File: config.mk
export PLATFORM = sky130hd
export DESIGN_NAME = llc_input_sched
export DESIGN_NICKNAME = d
export VERILOG_FILES = /design/src/rtl/llc_input_sched_pkg.sv /design/src/rtl/llc_input_sched_pick.sv /design/src/rtl/llc_input_sched.sv
export SDC_FILE = /design/constraint.sdc
export NUM_CORES = 1
export LEC_CHECK = 0
export ABC_CLOCK_PERIOD_IN_PS = 2400
export CAP_MARGIN = 10
export CORE_UTILIZATION = 40
export CTS_BUF_LIST = sky130_fd_sc_hd__clkbuf_16
export DETAILED_ROUTE_END_ITERATION = 7
export GPL_ROUTABILITY_DRIVEN = 1
export HOLD_SLACK_MARGIN = 0.06
export PLACE_DENSITY_LB_ADDON = 0.2
export SLEW_MARGIN = 20
export SYNTH_ARGS = -nofsm -noshare
export SYNTH_HDL_FRONTEND = slang
export SYNTH_HIERARCHICAL = 1
export SYNTH_SLANG_ARGS = --single-unit
File: constraint.sdc
create_clock -name clk -period 2.4 [get_ports clk]
set_input_delay 0.48 -clock clk [delete_from_list [all_inputs] [get_ports clk]]
set_output_delay 0.48 -clock clk [all_outputs]
set_load 0.02 [all_outputs]
File: src/rtl/llc_input_sched_pkg.sv
// Shared definitions for the LLC input scheduler: grant-source indices and
// one-hot codes, plus the scheduler FSM state encoding.
package llc_input_sched_pkg;

  typedef enum logic [1:0] {
    SRC_RST_TB = 2'd0,
    SRC_RSP    = 2'd1,
    SRC_REQ    = 2'd2,
    SRC_DMA    = 2'd3
  } llc_src_e;

  localparam logic [3:0] SRC_OH_RST_TB = 4'b0001;
  localparam logic [3:0] SRC_OH_RSP    = 4'b0010;
  localparam logic [3:0] SRC_OH_REQ    = 4'b0100;
  localparam logic [3:0] SRC_OH_DMA    = 4'b1000;

  localparam logic [1:0] ST_IDLE  = 2'd0;
  localparam logic [1:0] ST_GRANT = 2'd1;
  localparam logic [1:0] ST_BUSY  = 2'd2;

endpackage

File: src/rtl/llc_input_sched_pick.sv
// llc_sched_pick: combinational source selector (fixed priority, req/dma
// round-robin, age override of rsp by the req/dma class).
module llc_sched_pick
  import llc_input_sched_pkg::*;
(
  input  logic [3:0] i_elig,
  input  logic       i_rr_ptr,
  input  logic       i_age_sat,
  output logic [3:0] o_pick
);

  logic       w_cls;
  logic [3:0] w_cls_pick;

  always_comb begin
    w_cls      = i_elig[SRC_REQ] | i_elig[SRC_DMA];
    w_cls_pick = '0;
    if (i_elig[SRC_REQ] && i_elig[SRC_DMA])
      w_cls_pick = i_rr_ptr ? SRC_OH_DMA : SRC_OH_REQ;
    else if (i_elig[SRC_REQ])
      w_cls_pick = SRC_OH_REQ;
    else if (i_elig[SRC_DMA])
      w_cls_pick = SRC_OH_DMA;

    // A saturated age lets the req/dma class jump ahead of rsp only.
    o_pick = '0;
    if (i_elig[SRC_RST_TB])
      o_pick = SRC_OH_RST_TB;
    else if (w_cls && i_age_sat)
      o_pick = w_cls_pick;
    else if (i_elig[SRC_RSP])
      o_pick = SRC_OH_RSP;
    else
      o_pick = w_cls_pick;
  end

endmodule

File: src/rtl/llc_input_sched.sv
// LLC input scheduler: grants one of four message sources to the core.
// Optional per-source grant statistics under `LLC_SCHED_STATS_EN.
module llc_input_sched
  import llc_input_sched_pkg::*;
#(
  parameter int unsigned AGE_W = 4
) (
  input  logic        clk,
  input  logic        rst,
  input  logic        rst_tb_valid,
  output logic        rst_tb_ready,
  input  logic        rsp_valid,
  output logic        rsp_ready,
  input  logic        req_valid,
  output logic        req_ready,
  input  logic        dma_valid,
  output logic        dma_ready,
  input  logic        req_stall,
  input  logic        flush_busy,
  input  logic        core_idle,
  input  logic        core_done,
  output logic [3:0]  grant_src,
  output logic        grant_valid
`ifdef LLC_SCHED_STATS_EN
  ,
  output logic [63:0] stats_cnt
`endif
);

  logic [1:0]       r_state;
  logic [3:0]       r_grant;
  logic             r_gvalid;
  logic             r_rr;
  logic [AGE_W-1:0] r_age;

  logic [3:0] w_elig;
  logic [3:0] w_pick;
  logic       w_cls_elig;
  logic       w_age_sat;
  logic       w_take;
  logic       w_in_grant;

  always_comb begin
    w_elig[SRC_RST_TB] = rst_tb_valid;
    w_elig[SRC_RSP]    = rsp_valid & ~flush_busy;
    w_elig[SRC_REQ]    = req_valid & ~req_stall & ~flush_busy;
    w_elig[SRC_DMA]    = dma_valid & ~req_stall & ~flush_busy;
    w_cls_elig         = w_elig[SRC_REQ] | w_elig[SRC_DMA];
    w_age_sat          = &r_age;
    w_take             = (r_state == ST_IDLE) & core_idle & (|w_elig);
    w_in_grant         = (r_state == ST_GRANT);
  end

  llc_sched_pick u_pick (
    .i_elig    (w_elig),
    .i_rr_ptr  (r_rr),
    .i_age_sat (w_age_sat),
    .o_pick    (w_pick)
  );

  always_ff @(posedge clk or negedge rst) begin
    if (!rst) begin
      r_state  <= ST_IDLE;
      r_grant  <= '0;
      r_gvalid <= 1'b0;
      r_rr     <= 1'b0;
      r_age    <= '0;
    end else begin
      case (r_state)
        ST_IDLE: begin
          if (w_take) begin
            r_state  <= ST_GRANT;
            r_grant  <= w_pick;
            r_gvalid <= 1'b1;
            // Pointer records the last class winner: 1 means dma goes next.
            if (w_pick[SRC_REQ] || w_pick[SRC_DMA]) begin
              r_age <= '0;
              r_rr  <= w_pick[SRC_REQ];
            end else if (w_pick[SRC_RSP] && w_cls_elig && !w_age_sat) begin
              r_age <= r_age + 1'b1;
            end
          end
        end
        ST_GRANT: r_state <= ST_BUSY;
        ST_BUSY: begin
          if (core_done) begin
            r_state  <= ST_IDLE;
            r_grant  <= '0;
            r_gvalid <= 1'b0;
          end
        end
        default: begin
          r_state  <= ST_IDLE;
          r_grant  <= '0;
          r_gvalid <= 1'b0;
        end
      endcase
    end
  end

  always_comb begin
    rst_tb_ready = w_in_grant & r_grant[SRC_RST_TB];
    rsp_ready    = w_in_grant & r_grant[SRC_RSP];
    req_ready    = w_in_grant & r_grant[SRC_REQ];
    dma_ready    = w_in_grant & r_grant[SRC_DMA];
    grant_src    = r_grant;
    grant_valid  = r_gvalid;
  end

`ifdef LLC_SCHED_STATS_EN
  logic [15:0] r_stats [4];

  always_ff @(posedge clk or negedge rst) begin
    if (!rst) begin
      for (int unsigned i = 0; i < 4; i++) r_stats[i] <= '0;
    end else if (w_take) begin
      for (int unsigned i = 0; i < 4; i++)
        if (w_pick[i] && (r_stats[i] != '1)) r_stats[i] <= r_stats[i] + 1'b1;
    end
  end

  always_comb stats_cnt = {r_stats[3], r_stats[2], r_stats[1], r_stats[0]};
`endif

endmodule

==> impl_results.md, run 1 <==
* Fin Clk Skew at 0.001747 ns
* Setup total negative slack at 0 ns
* Post-synthesis cell count at 78
* Synth Cell Area at 777.0 µm²
* Register area share after synthesis at 38.65%
* Fin crit period at 2.187 ns
* Ys Warns at 6
* # rows at 15
* Hold Path Class: reg -> reg
* Post-Syn Area per Cell at 9.961 µm²
* Wire per inst at 13.05 µm
* CP max stage cell: clkdlybuf4s50_1
* Remaining DRCs at 0
* Placer congestion estimate at 0.8735
* Vias per cell at 5.307
* Syn_nets at 89
* Fin nets at 114
* Num CTS Buffers at 3
* Setup bufs post-CTS at 0
* CTS root buffer: clkbuf_16
* Status: finished, final reports clean
* FFs w/ async S/R, synth at 100.0%
* Place WS at 0.03561 ns
* H-tree Lvls at 1
* Hold WS at 0.4677 ns
* Worst setup SP type: input pin
* Clock Path Buffers at 2
* Final Setup Violations at 0
* Die area at 0.002123 mm²
* Max Clock Freq at 457.2 MHz
* First-pass GRT wire length at 2773 µm
* Number of max-cap violations at 0
* Rel. slew slack at 63.14%
* Final Cycle Share at 91.13%
* Grt ovf at 0
* CTS resizes at 0
* Layout cells sized above 1 at 15.69%
* CP cell instances: clkdlybuf4s50_1 > nor2_1 > and2_2 > o21ai_0 > and3b_1 > o21a_1 > a311oi_1 > o31ai_1 > o31ai_1
* Worst Path Arrival at 2.30 ns
* Slowest stage delay, CP at 0.47 ns
* WL final at 1657 µm
* I/O Pins at 19
* Setup ws final at 0.2130 ns
* Max rail drop VDD at 470.0 µV
* Clock-pin slew on the worst setup and hold paths at 0.04 ns
* Largest net degree at the start of global routing at 13
* CTS sink cnt at 12
* Critical path's most frequent cell: o31ai_1
* P_leak at 0.4520 nW
* Register area at 300.3 µm²
* Die span in x at 46.08 µm
* Post-DP HPWL at 1255 µm
* IO Port Bufs at 18
* DR vias at 674
* Crit Path Class: in -> reg
* Core region area at 0.001764 mm²
* WP data required at 2.51 ns
* Clk_lat worst skew at 0.24 ns
* Antenna-violating nets left at 0
* Dominant synthesized flop cell: dfrtp_1
* Filler instances at 164
* Starting Density at 44.04%
* EDFF count, synth at 0
* Starting DRT DRC Count at 15
* Pwr per Cell Area at 736.9 mW/mm²
* CTS tree: yes
* Seq cells post-synth at 12
* Vias in the first global route at 651
* Synthesis-to-layout area growth at 38.49%
* Multi-input gate area at 431.7 µm²
* Max-slew violation count at 0
* Overall Global Routing Usage at 18.74%
* Synth cell types at 34
* Diodes inserted at 0
* Worst Tran Pin Value at 0.5512 ns
* Hold Buf Count CTS at 0
* RSZ-0062 raised after global routing: false
* Worst Hold Depth at 2
* Initial antenna violation count at 0
* Worst-path maximum fanout at 4
* Die Ht at 46.08 µm
* R2R depth at 9
* Drt first pass iters at 4
* CP endpoint kind: register
* Final Hold Vio Count at 0
layout make-up:
class / count / share of cell area, %
well taps: 25 / 2.907
flip-flops and latches: 12 / 27.91
multi-input cells: 59 / 40.12
clock buffers: 3 / 6.977
repair buffers: 22 / 19.53
clock inverters: 1 / 0.3488
inverters: 5 / 2.209
through the flow:
stage | cells | area (µm²) | power (mW) | utilization (%)
3_3_place_gp | 123 | 997.2 | 0.4877 | 56.52
5_1_grt | 127 | 1076 | 0.8328 | 60.99
2_1_floorplan | 78 | 777.0 | 0.4035 | -
3_5_place_dp | 123 | 997.2 | 0.4903 | 56.52
6_report | 127 | 1076 | 0.7930 | 60.99
4_1_cts | 127 | 1076 | 0.7995 | 60.99
cell usage in the layout (no fill, tap or decap), drive strengths merged, types with 2 or more instances in the layout:
cell	instances
nand2	9
nor2	4
a22o	3
o31ai	5
and2	7
inv	5
nand3	4
clkbuf	3
buf	4
clkdlybuf4s50	18
nand4	2
nor2b	4
dfrtp	12
o21ai	4
kinds of logic (layout without fill, tap and decap cells):
| kind of cell | after synthesis | count (layout) | synth area share (%) |
|---|---|---|---|
| flops | 12 | 12 | 38.65 |
| compound gates | 23 | 23 | 25.77 |
| simple gates | 35 | 35 | 28.18 |
| fa+ha+maj | 1 | 1 | 1.610 |
| buf+inv | 7 | 31 | 5.797 |
worst max-delay path: cells and delay by family:
kind,cells,cell delay [ns]
AOI/OAI and AO/OA,5,0.81
and+or+nand+nor,3,0.54
buffers and inverters,1,0.47
worst paths after layout:
path                              from     endpoint  slack, ns
min in group asynchronous          rst         r_rr       0.60
setup / recovery            flush_busy     r_age[0]       0.21
hold reg to reg            grant_valid  grant_valid       0.47
setup reg to reg              r_age[0]     r_age[1]       0.43
hold / removal             grant_valid  grant_valid       0.47
max in group asynchronous          rst  grant_valid       1.43
sequential cells by signal (all words and copies together), names as in the netlist:
signal / flops
grant_src: 4
r_age: 4
r_state: 2
grant_valid: 1
r_rr: 1
synth_stat cells (2+ instances only):
| library cell | n | area, µm² |
|---|---|---|
| a22o_1 | 3 | 26.28 |
| o21ai_0 | 4 | 20.02 |
| and2_1 | 6 | 37.54 |
| dfrtp_1 | 12 | 300.3 |
| nand4_1 | 2 | 12.51 |
| o31ai_1 | 5 | 37.54 |
| nor2_1 | 4 | 15.01 |
| nand2_1 | 8 | 30.03 |
| nor2b_1 | 3 | 18.77 |
| nand3_1 | 4 | 20.02 |
| inv_1 | 4 | 15.01 |
routing by layer:
metal  global-route usage (%)  vias to the layer above  wire length (µm)  part of all wire, %
met5                        0                        -                 0                    0
met4                    7.647                        0                27                  1.6
met3                    3.529                        4                69                  4.2
met2                    30.42                       22               791                   48
met1                    24.32                      314               768                   46
li1                         -                      334                 -                    -
power breakdown:
group	internal [mW]	total, mW	switching, mW
registers	0.240	0.270	0.0302
logic	0.103	0.217	0.115
clock network	0.219	0.306	0.0866
Power figures use the tool's default switching activity.
==> run 2: changes to the inputs <==
Settings changed: CTS_CLUSTER_SIZE set to 30, TNS_END_PERCENT set to 30.
==> results of run 2 <==
Same layout as run 1: the final DEF is identical, and so are final timing and power.
==> run 3: changes to the inputs <==
Settings changed: CAP_MARGIN 10 to 20.
==> results of run 3 <==
Same layout as run 1: the final DEF is identical, and so are final timing and power.
